--- src/rtl/uart_rx_core.sv ---
// uart_rx_core: serial-to-parallel UART receiver.
// Frame is idle-high, one start bit (0), N data bits LSB first, an optional
// even-parity bit, and one stop bit (1). Each bit is sampled once at mid-bit
// using a clocks-per-bit divisor latched at start-bit detection.
// The received word is presented with a single-cycle valid pulse.
// Optional feature: define UART_RX_PARITY_EN to add the even-parity bit,
// the PARITY state and the parity_err output port.

module uart_rx_core #(
    parameter int N           = 8,
    parameter int SYNC_STAGES = 2
) (
    input  logic         clk,
    input  logic         arst,
    input  logic         rst,
    input  logic         rx_en,
    input  logic         rx,
    input  logic [9:0]   Load_Value,
    output logic [N-1:0] data,
    output logic         valid,
    output logic         busy,
    output logic         frame_err
`ifdef UART_RX_PARITY_EN
    ,
    output logic         parity_err
`endif
);

    localparam logic [2:0] ST_IDLE   = 3'd0;
    localparam logic [2:0] ST_START  = 3'd1;
    localparam logic [2:0] ST_DATA   = 3'd2;
`ifdef UART_RX_PARITY_EN
    localparam logic [2:0] ST_PARITY = 3'd3;
`endif
    localparam logic [2:0] ST_STOP   = 3'd4;

    // Divisors below 4 would leave no room between the half-bit and
    // full-bit sample points, so they are raised to this floor.
    localparam logic [9:0] MIN_DIV   = 10'd4;
    localparam logic [3:0] LAST_BIT  = 4'(N - 1);

    logic [SYNC_STAGES-1:0] sync_q;
    logic                   rxs;
    logic                   rxs_prev;

    logic [2:0]             state;
    logic [9:0]             div;
    logic [9:0]             half;
    logic [9:0]             baud_cnt;
    logic [3:0]             bit_idx;
    logic [N-1:0]           shreg;

    logic                   start_edge;
    logic                   sample_tick;
    logic                   data_sample;
    logic                   stop_sample;

`ifdef UART_RX_PARITY_EN
    logic                   par_bit;
    logic                   par_sample;
    logic                   parity_ok;
`endif

    assign rxs        = sync_q[SYNC_STAGES-1];
    assign half       = {1'b0, div[9:1]};
    assign start_edge = rx_en & rxs_prev & ~rxs;

    // The start bit is sampled half a bit after detection; every later
    // sample point is one full divisor after the previous one.
    assign sample_tick = (state == ST_START) ? (baud_cnt == half - 10'd1)
                                             : (baud_cnt == div - 10'd1);

    assign data_sample = rx_en & sample_tick & (state == ST_DATA);
    assign stop_sample = rx_en & sample_tick & (state == ST_STOP);
    assign busy        = (state != ST_IDLE);

`ifdef UART_RX_PARITY_EN
    assign par_sample  = rx_en & sample_tick & (state == ST_PARITY);
    assign parity_ok   = ~(^{shreg, par_bit});
`endif

    // Bring the asynchronous line into the clock domain; preset high so a
    // reset looks like an idle line and cannot fake a start edge.
    always_ff @(posedge clk or posedge arst) begin
        if (arst) begin
            sync_q   <= '1;
            rxs_prev <= 1'b1;
        end else if (rst) begin
            sync_q   <= '1;
            rxs_prev <= 1'b1;
        end else begin
            sync_q   <= {sync_q[SYNC_STAGES-2:0], rx};
            rxs_prev <= rxs;
        end
    end

    // Frame sequencing: start detection, baud counting and bit indexing.
    always_ff @(posedge clk or posedge arst) begin
        if (arst) begin
            state    <= ST_IDLE;
            div      <= MIN_DIV;
            baud_cnt <= '0;
            bit_idx  <= '0;
        end else if (rst) begin
            state    <= ST_IDLE;
            div      <= MIN_DIV;
            baud_cnt <= '0;
            bit_idx  <= '0;
        end else begin
            case (state)
                ST_IDLE: begin
                    if (start_edge) begin
                        state    <= ST_START;
                        div      <= (Load_Value < MIN_DIV) ? MIN_DIV : Load_Value;
                        baud_cnt <= '0;
                        bit_idx  <= '0;
                    end
                end
                default: begin
                    if (!rx_en) begin
                        state <= ST_IDLE;
                    end else if (sample_tick) begin
                        baud_cnt <= '0;
                        case (state)
                            ST_START: begin
                                state <= rxs ? ST_IDLE : ST_DATA;
                            end
                            ST_DATA: begin
                                bit_idx <= bit_idx + 4'd1;
                                if (bit_idx == LAST_BIT) begin
`ifdef UART_RX_PARITY_EN
                                    state <= ST_PARITY;
`else
                                    state <= ST_STOP;
`endif
                                end
                            end
`ifdef UART_RX_PARITY_EN
                            ST_PARITY: begin
                                state <= ST_STOP;
                            end
`endif
                            default: begin
                                state <= ST_IDLE;
                            end
                        endcase
                    end else begin
                        baud_cnt <= baud_cnt + 10'd1;
                    end
                end
            endcase
        end
    end

    // Shift in data bits and publish the word and status pulses at the stop sample.
    always_ff @(posedge clk or posedge arst) begin
        if (arst) begin
            shreg      <= '0;
            data       <= '0;
            valid      <= 1'b0;
            frame_err  <= 1'b0;
`ifdef UART_RX_PARITY_EN
            par_bit    <= 1'b0;
            parity_err <= 1'b0;
`endif
        end else if (rst) begin
            shreg      <= '0;
            data       <= '0;
            valid      <= 1'b0;
            frame_err  <= 1'b0;
`ifdef UART_RX_PARITY_EN
            par_bit    <= 1'b0;
            parity_err <= 1'b0;
`endif
        end else begin
            valid     <= 1'b0;
            frame_err <= 1'b0;
`ifdef UART_RX_PARITY_EN
            parity_err <= 1'b0;
            if (par_sample) begin
                par_bit <= rxs;
            end
`endif
            if (data_sample) begin
                shreg <= {rxs, shreg[N-1:1]};
            end
            if (stop_sample) begin
                if (rxs) begin
                    data <= shreg;
`ifdef UART_RX_PARITY_EN
                    valid      <= parity_ok;
                    parity_err <= ~parity_ok;
`else
                    valid      <= 1'b1;
`endif
                end else begin
                    frame_err <= 1'b1;
`ifdef UART_RX_PARITY_EN
                    parity_err <= ~parity_ok;
`endif
                end
            end
        end
    end

endmodule
--- config.mk ---
export PLATFORM = sky130hd
export DESIGN_NAME = uart_rx_core
export DESIGN_NICKNAME = d
export VERILOG_FILES = /design/src/rtl/uart_rx_core.sv
export SDC_FILE = /design/constraint.sdc
export NUM_CORES = 1
export LEC_CHECK = 0
export CORE_MARGIN = 2
export CORE_UTILIZATION = 52
export DETAILED_ROUTE_END_ITERATION = 8
export HOLD_SLACK_MARGIN = 0.1
export PLACE_DENSITY = 0.87
export SKIP_LAST_GASP = 1
export SLEW_MARGIN = 10
export SYNTH_ARGS = -nofsm -noshare
export SYNTH_HDL_FRONTEND = slang
export SYNTH_SLANG_ARGS = --single-unit
--- constraint.sdc ---
create_clock -name clk -period 3.5 [get_ports clk]
set_input_delay 0.875 -clock clk [delete_from_list [all_inputs] [get_ports clk]]
set_output_delay 0.875 -clock clk [all_outputs]
set_load 0.005 [all_outputs]
==> impl_metrics.env, run 1 <==
export IMPL_startpoint_type="register"
export IMPL_antenna_left=0
export IMPL_relSlewSlack_pct=53.9
export IMPL_maxCapViolCount=0
export IMPL_status="finished, final reports clean"
export IMPL_grt_pass1_wl_um=11600
export IMPL_netlist_top_cells_count="44 x dfrtp_1, 26 x nand2_1, 20 x clkbuf_1, 20 x nor2_1, 19 x a21oi_1"
export IMPL_synth_top_area_cell="dfrtp_1"
export IMPL_clk_pin_slew_ns=0.09
export IMPL_routed_wl_um=6850
export IMPL_core_area_um2=5470
export IMPL_place_congestion=0.867
export IMPL_placed_area_um2=3290
export IMPL_nNetsFinal=375
export IMPL_cp_required_ns=3.73
export IMPL_htree_levels=2
export IMPL_async_reset_ff_share_pct=100
export IMPL_netlist_area_um2=2930
export IMPL_finalHoldViolations=0
export IMPL_netlist_area_leader_share_pct=37.6
export IMPL_path_class="reg2reg"
export IMPL_synth_edff_count=0
export IMPL_synth_area_leaders="dfrtp_1 38%, mux2i_1 5.8%, dfstp_2 3.6%"
export IMPL_track_usage_pct=23.0
export IMPL_ctsHoldBuffers=0
export IMPL_cp_cell_sequence="nor3b_4 -> mux2i_2 -> ha_1 -> nand2b_1 -> o31ai_2 -> mux2i_1 -> nor4_1 -> nand3b_1 -> or3_4 -> or4_1 -> a21oi_1"
export IMPL_cts_sinks=48
export IMPL_hpwl_um=4800
export IMPL_n_antenna_cell=0
export IMPL_vdd_drop_max_mv=0.233
export IMPL_hold_class="reg2reg"
export IMPL_syn_inst=330
export IMPL_area_growth_pct=18.9
export IMPL_synth_ff_type="dfrtp_1"
export IMPL_grt_max_degree=30
export IMPL_drive_gt1_share_pct=15.9
export IMPL_fin_area_um2=3480
export IMPL_first_global_vias=2514
export IMPL_ys_warn_count=0
export IMPL_die_area_um2=6240
export IMPL_die_w_um=79.0
export IMPL_cts_made_buffers=5
export IMPL_clock_path_buffers=2
export IMPL_power_leakage_uw=0.00135
export IMPL_whs_ns=0.551
export IMPL_vias=2623
export IMPL_die_h_um=79.0
export IMPL_arrival_ns=3.56
export IMPL_cp_max_fo=6
export IMPL_antenna_found_initial=0
export IMPL_p_per_area_nw_per_um2=332
export IMPL_routedWlPerCell_um=15.9
export IMPL_crit_path_end_kind="register"
export IMPL_drt_pass1_iter_count=5
export IMPL_slowest_stage="or4_1"
export IMPL_slew_viol_final=0
export IMPL_syn_nets=348
export IMPL_worst_slew_pin_slew_ns=0.689
export IMPL_cts_tree="built"
export IMPL_viasPerCell=6.10
export IMPL_drc_errors=0
export IMPL_final_cells=430
export IMPL_fin_crit_ns=3.33
export IMPL_synth_seq_cells=48
export IMPL_place_port_buffers=25
export IMPL_min_period_over_period_pct=95.1
export IMPL_tns_ns=0
export IMPL_setup_viol=0
export IMPL_synth_distinct_cells=53
export IMPL_insertion_delay_ns=0.31
export IMPL_initial_utilization_pct=53.5
export IMPL_initialDrtViolationCount=219
export IMPL_row_count=27
export IMPL_syn_area_per_cell_um2=8.87
export IMPL_total_power_uw=1160
export IMPL_fin_skew_ns=0.0105
export IMPL_fmax_mhz=300
export IMPL_cts_root_buffer="clkbuf_8"
export IMPL_overflow=0
export IMPL_cp_slowest_stage_delay_ns=0.52
export IMPL_ys_seq_area_share_pct=41.2
export IMPL_post_synth_top_count_cell="dfrtp_1"
export IMPL_pin_count=26
export IMPL_place_inst=419
through the flow:
stage	setup slack [ns]	util (%)
floorplan	0.0955	-
global placement	0.200	60.2
detailed placement	0.0514	60.2
CTS	0.0108	62.7
global route	-0.0226	63.6
finish	0.171	63.6
cell usage in the layout, fill, tap and decap left out, types with 5 or more instances in the layout:
cell type,synthesis,routed
o21a_1,9,9
nor3_1,17,17
clkdlybuf4s50_1,0,25
xnor2_1,10,10
nand4_1,6,6
dfrtp_1,44,44
nand3_1,17,17
nor4_1,5,5
or2_2,5,5
buf_4,0,21
clkbuf_8,0,5
inv_1,16,15
a31oi_1,8,8
o21ba_2,8,8
mux2i_1,17,16
or3_1,6,5
a21oi_1,19,19
nor2_1,20,20
nand2_1,26,26
o21ai_0,14,14
final timing paths:
path | from | to | slack [ns] | cells after the start
hold / removal | shreg[0] | shreg[0] | 0.55 | 2
max in group asynchronous | arst | baud_cnt[2] | 1.85 | 3
min in group asynchronous | arst | div[3] | 0.92 | 2
setup / recovery | state[2] | bit_idx[3] | 0.17 | 11
hold reg to reg | shreg[0] | shreg[0] | 0.55 | 2
setup reg to reg | state[2] | bit_idx[3] | 0.17 | 11
report_power, final:
part           internal, µW  switching, µW  total [µW]  leakage, µW
clock                   288            198         486    0.0000687
sequential              560           5.93         565     0.000656
combinational          47.9           56.4         104     0.000623
total                   895            261        1160      0.00135
routing by layer:
metal	track usage, %	vias up	wire (µm)
met5	0	-	0
met4	6.21	0	86
met3	3.98	13	349
met2	39.7	82	3340
met1	29.8	1280	3080
li1	-	1248	-
critical path, delay by kind of cell (launching register included):
family,cells,cell delay [ns]
AOI/OAI and AO/OA,2,0.38
muxes,2,0.41
adders and majority gates,1,0.22
and+or+nand+nor,6,1.81
DFF,1,0.44
state kept, by name, summed over array words and instances, names as in the netlist:
name	count
frame_err	1
bit_idx	4
rxs_prev	1
shreg	8
sync_q	2
state	3
div	10
valid	1
baud_cnt	10
data	8
what timing repair did:
action	CTS	global route
setup endpoints to repair	0	32
buffers inserted	0	3
resized for setup	0	6
cell type report:
cell class	instances	area, µm²
clock buffers	5	68.8
clock inverters	3	68.8
fillers	429	1990
inverters	16	60.1
multi-input cells	240	1580
flip-flops and latches	48	1210
well taps	72	90.1
repair buffers	46	408
logic make-up (layout without fill, tap and decap cells):
family	count (synthesis)	after routing	synth area share, %
multiplexers	18	18	6.33
AO/OA/AOI/OAI	83	83	19.2
buffers and inverters	42	70	5.77
flip-flops	48	48	41.2
AND/OR/NAND/NOR	125	125	22.9
XOR/XNOR	11	11	3.29
adder cells (fa/ha/maj)	3	3	1.28
(Power assumes the default switching activity.)
==> inputs of run 2 (changes only) <==
--- a/config.mk
+++ b/config.mk
@@ -7,7 +7,9 @@
 export LEC_CHECK = 0
 export CORE_MARGIN = 2
 export CORE_UTILIZATION = 52
+export CTS_CLUSTER_DIAMETER = 120
 export DETAILED_ROUTE_END_ITERATION = 8
+export GPL_ROUTABILITY_DRIVEN = 0
 export HOLD_SLACK_MARGIN = 0.1
 export PLACE_DENSITY = 0.87
 export SKIP_LAST_GASP = 1
==> impl_metrics.env, run 2 (same netlist as run 1, synthesis figures left out) <==
export IMPL_routedWlPerCell_um=15.8
export IMPL_pin_count=26
export IMPL_cts_sinks=48
export IMPL_antenna_found_initial=0
export IMPL_vias=2567
export IMPL_drt_pass1_iter_count=4
export IMPL_antenna_left=0
export IMPL_nNetsFinal=372
export IMPL_cts_made_buffers=5
export IMPL_min_period_over_period_pct=97.0
export IMPL_die_area_um2=6240
export IMPL_n_antenna_cell=0
export IMPL_worst_slew_pin_slew_ns=0.987
export IMPL_cts_root_buffer="clkbuf_8"
export IMPL_cp_slowest_stage_delay_ns=0.52
export IMPL_startpoint_type="register"
export IMPL_fin_ws_ns=0.105
export IMPL_vdd_drop_max_mv=0.226
export IMPL_cp_max_fo=10
export IMPL_cp_cell_sequence="buf_4 -> or3b_4 -> mux2_4 -> a22o_1 -> a2111oi_1 -> nand3b_1 -> or3_4 -> or4_1 -> a21oi_1"
export IMPL_whs_ns=0.553
export IMPL_arrival_ns=3.62
export IMPL_post_place_ws_ns=0.0419
export IMPL_die_w_um=79.0
export IMPL_fin_skew_ns=0.00734
export IMPL_relSlewSlack_pct=34.2
export IMPL_insertion_delay_ns=0.31
export IMPL_initialDrtViolationCount=235
export IMPL_cts_tree="built"
export IMPL_status="finished, final reports clean"
export IMPL_overflow=0
export IMPL_final_cell_mix="44 x dfrtp_1, 26 x nand2_1, 25 x clkdlybuf4s50_1"
export IMPL_fin_crit_ns=3.39
export IMPL_initial_utilization_pct=53.5
export IMPL_grt_max_degree=49
export IMPL_setup_viol=0
export IMPL_finalHoldViolations=0
export IMPL_die_h_um=79.0
export IMPL_tns_ns=0
export IMPL_first_global_vias=2458
export IMPL_path_class="reg2reg"
export IMPL_drc_errors=0
export IMPL_fmax_mhz=295
export IMPL_area_growth_pct=16.5
export IMPL_routed_wl_um=6750
export IMPL_grt_pass1_wl_um=11500
export IMPL_crit_path_end_kind="register"
export IMPL_slowest_stage="or4_1"
export IMPL_p_per_area_nw_per_um2=299
export IMPL_viasPerCell=6.01
export IMPL_hold_class="reg2reg"
export IMPL_drive_gt1_share_pct=14.6
export IMPL_rsz0062_at_grt="no"
export IMPL_power_leakage_uw=0.00131
export IMPL_clock_path_buffers=2
export IMPL_row_count=27
export IMPL_core_area_um2=5470
export IMPL_maxCapViolCount=0
export IMPL_htree_levels=2
export IMPL_cp_required_ns=3.72
export IMPL_slew_viol_final=0
export IMPL_track_usage_pct=23.2
export IMPL_layout_cells_most_common="dfrtp_1"
export IMPL_place_port_buffers=25
export IMPL_clk_pin_slew_ns=0.09
export IMPL_hpwl_um=4740
export IMPL_largest_registers="baud_cnt x10, div x10"
## run 2: final cells by class
type	instances	area, µm²
fill	458	2060
multi-input combinational	240	1570
sequential	48	1210
timing repair buffer	43	385
tap	72	90.1
clock buffer	7	86.3
inverter	16	60.1
clock inverter	1	8.76
## run 2: where the power goes
part	internal (µW)	total (µW)	leakage, µW	switching [µW]
sequential	560	566	0.000656	6.27
combinational	46.2	102	0.000605	55.7
clock	162	353	0.0000484	191
## run 2: critical path: cells and delay by family, from the launching register on
family | cells | cell delay [ns]
AOI/OAI and AO/OA | 3 | 0.84
buffers and inverters | 1 | 0.18
DFF | 1 | 0.41
muxes | 1 | 0.31
and+or+nand+nor | 4 | 1.57
## run 2: per-layer routing
metal	vias up	share of wire [%]	global-route usage, %	wire, µm
li1	1237	-	-	-
met1	1233	44	30.2	2940
met2	78	49	39.0	3310
met3	19	5.2	5.00	353
met4	0	2.1	6.72	139
met5	-	0	0	0
## run 2: worst paths after layout
| path | start | endpoint | slack, ns | depth (start not counted) |
|---|---|---|---|---|
| setup / recovery | state[1] | bit_idx[3] | 0.11 | 9 |
| hold / removal | shreg[0] | shreg[0] | 0.55 | 2 |
| setup reg to reg | state[1] | bit_idx[3] | 0.11 | 9 |
| hold reg to reg | shreg[0] | shreg[0] | 0.55 | 2 |
| max in group asynchronous | arst | baud_cnt[4] | 1.76 | 2 |
| min in group asynchronous | arst | div[9] | 1.10 | 2 |
## run 2: what timing repair did
action	CTS	global route
gates resized for setup	0	6
hold buffers	0	0
setup buffers	0	1
endpoints found under the setup margin	0	33
## run 2: per-stage QoR
step                total power, µW  area, µm²  cells  util [%]
CTS                            1020       3380    426      61.8
global route                   1070       3410    427      62.3
detailed placement              675       3290    418      60.0
finish                         1020       3410    427      62.3
global placement                672       3290    418      60.0
floorplan                       635       2930    330         -
==> inputs of run 3 (changes only) <==
--- a/config.mk
+++ b/config.mk
@@ -10,6 +10,7 @@
 export CTS_CLUSTER_DIAMETER = 120
 export DETAILED_ROUTE_END_ITERATION = 8
 export GPL_ROUTABILITY_DRIVEN = 0
+export GPL_TIMING_DRIVEN = 0
 export HOLD_SLACK_MARGIN = 0.1
 export PLACE_DENSITY = 0.87
 export SKIP_LAST_GASP = 1
==> constraint.sdc (replaced) <==
create_clock -name clk -period 2.85 [get_ports clk]
set_input_delay 0.7125 -clock clk [delete_from_list [all_inputs] [get_ports clk]]
set_output_delay 0.7125 -clock clk [all_outputs]
set_load 0.005 [all_outputs]
==> impl_metrics.env, run 3 (same netlist as run 1, synthesis figures left out) <==
export IMPL_initialDrtViolationCount=270
export IMPL_ctsHoldBuffers=0
export IMPL_area_growth_pct=30.9
export IMPL_place_port_buffers=24
export IMPL_finalHoldViolations=0
export IMPL_hpwl_um=5030
export IMPL_cts_root_buffer="clkbuf_8"
export IMPL_place_inst=427
export IMPL_core_area_um2=5470
export IMPL_relSlewSlack_pct=42.6
export IMPL_clock_path_buffers=2
export IMPL_n_antenna_cell=0
export IMPL_nFillCells=382
export IMPL_arrival_ns=3.65
export IMPL_drive_gt1_share_pct=22.7
export IMPL_vdd_drop_max_mv=0.299
export IMPL_whs_ns=0.567
export IMPL_seq_area_um2=1210
export IMPL_p_per_area_nw_per_um2=352
export IMPL_clk_pin_slew_ns=0.09
export IMPL_status="finished, violations left"
export IMPL_fin_skew_ns=0.00660
export IMPL_setup_viol=35
export IMPL_fmax_mhz=287
export IMPL_met3_usage_pct=4.43
export IMPL_drc_errors=0
export IMPL_first_global_vias=2789
export IMPL_final_cell_mix="44 x dfrtp_1, 25 x nand2_1, 24 x clkdlybuf4s50_1"
export IMPL_htree_levels=2
export IMPL_drt_pass1_iter_count=5
export IMPL_die_area_um2=6240
export IMPL_grtUsageMet2_pct=46.4
export IMPL_path_class="reg2reg"
export IMPL_insertion_delay_ns=0.31
export IMPL_layout_cells_most_common="dfrtp_1"
export IMPL_final_cells=447
export IMPL_row_count=27
export IMPL_cts_tree="built"
export IMPL_cp_max_fo=6
export IMPL_cp_required_ns=3.02
export IMPL_antenna_found_initial=0
export IMPL_slew_viol_final=0
export IMPL_viasPerCell=6.47
export IMPL_use_met1_pct=33.3
export IMPL_nNetsFinal=392
export IMPL_multiInputGateArea_um2=1790
export IMPL_fin_area_um2=3830
export IMPL_rsz0062_at_grt="yes"
export IMPL_maxCapViolCount=0
export IMPL_fin_ws_ns=-0.634
export IMPL_power_leakage_uw=0.00145
export IMPL_grt_max_degree=40
export IMPL_post_place_ws_ns=-0.977
export IMPL_vias=2892
export IMPL_worst_slew_pin_slew_ns=0.840
export IMPL_initial_utilization_pct=53.5
export IMPL_track_usage_pct=26.9
export IMPL_crit_path_end_kind="register"
export IMPL_grt_pass1_wl_um=13300
export IMPL_hold_class="reg2reg"
export IMPL_overflow=0
export IMPL_placed_area_um2=3350
export IMPL_antenna_left=0
export IMPL_routedWlPerCell_um=19.2
export IMPL_startpoint_type="register"
export IMPL_routed_wl_um=8590
export IMPL_gr_max_usage_layer="met2"
export IMPL_largest_registers="baud_cnt x10, div x10"
export IMPL_cts_made_buffers=5
export IMPL_cts_sinks=48
export IMPL_fin_crit_ns=3.48
export IMPL_die_w_um=79.0
export IMPL_pin_count=26
export IMPL_violations="setup timing"
export IMPL_final_util_pct=70.0
export IMPL_die_h_um=79.0
export IMPL_min_period_over_period_pct=122
## run 3: power breakdown
part | internal [µW] | switching (µW)
Clock | 260 | 249
Sequential | 687 | 6.96
Combinational | 62.1 | 83.7
Total | 1010 | 340
## run 3: layout make-up
class / instances / area share, %
clock buffer: 5 / 1.80
inverter: 16 / 1.57
multi-input combinational: 240 / 46.8
sequential: 48 / 31.5
timing repair buffer: 37 / 9.86
buffer: 26 / 5.00
tap: 72 / 2.35
clock inverter: 3 / 1.11
## run 3: layer usage
| metal | wire length, µm | part of all wire, % | vias up |
|---|---|---|---|
| met5 | 0 | 0 | - |
| met4 | 418 | 4.9 | 0 |
| met3 | 597 | 7.0 | 58 |
| met2 | 4340 | 50 | 162 |
| met1 | 3240 | 38 | 1387 |
| li1 | - | - | 1285 |
## run 3: path summary, 6_finish.rpt
kind,start,end,slack [ns],cells after the start
worst max-delay path,state[2],shreg[0],-0.63,15
worst min-delay path,shreg[5],shreg[5],0.57,2
worst max register to register,state[2],shreg[0],-0.63,15
worst min register to register,shreg[5],shreg[5],0.57,2
max in group asynchronous,arst,div[2],1.68,3
min in group asynchronous,arst,data[3],0.63,2
## run 3: worst max-delay path, stage by stage, from the launching register on
cell and delay (ns):
dfrtp_1 0.43, buf_6 0.14, nor3b_4 0.28, mux2i_2 0.32, ha_2 0.32, xnor2_1 0.12
a31oi_1 0.13, o221ai_1 0.15, nor4_2 0.18, nand3b_1 0.14, or3_4 0.40, buf_4 0.15
buf_8 0.14, clkbuf_16 0.16, o21ai_2 0.16, a21oi_1 0.11
## run 3: repair_timing
| item | CTS | global route |
|---|---|---|
| pin swaps | 8 | 16 |
| endpoints found under the hold margin | 0 | 0 |
| gates resized for setup | 37 | 28 |
| cloned | 3 | 0 |
| endpoints found under the setup margin | 35 | 35 |
| setup buffers | 7 | 3 |
## run 3: stage by stage
stage / TNS [ns] / power (µW)
after floorplan: -8.49 / 785
after global placement: -21.72 / 825
after detailed placement: -24.62 / 832
after CTS: -17.63 / 1330
after global routing: -27.52 / 1380
final: -18.93 / 1350
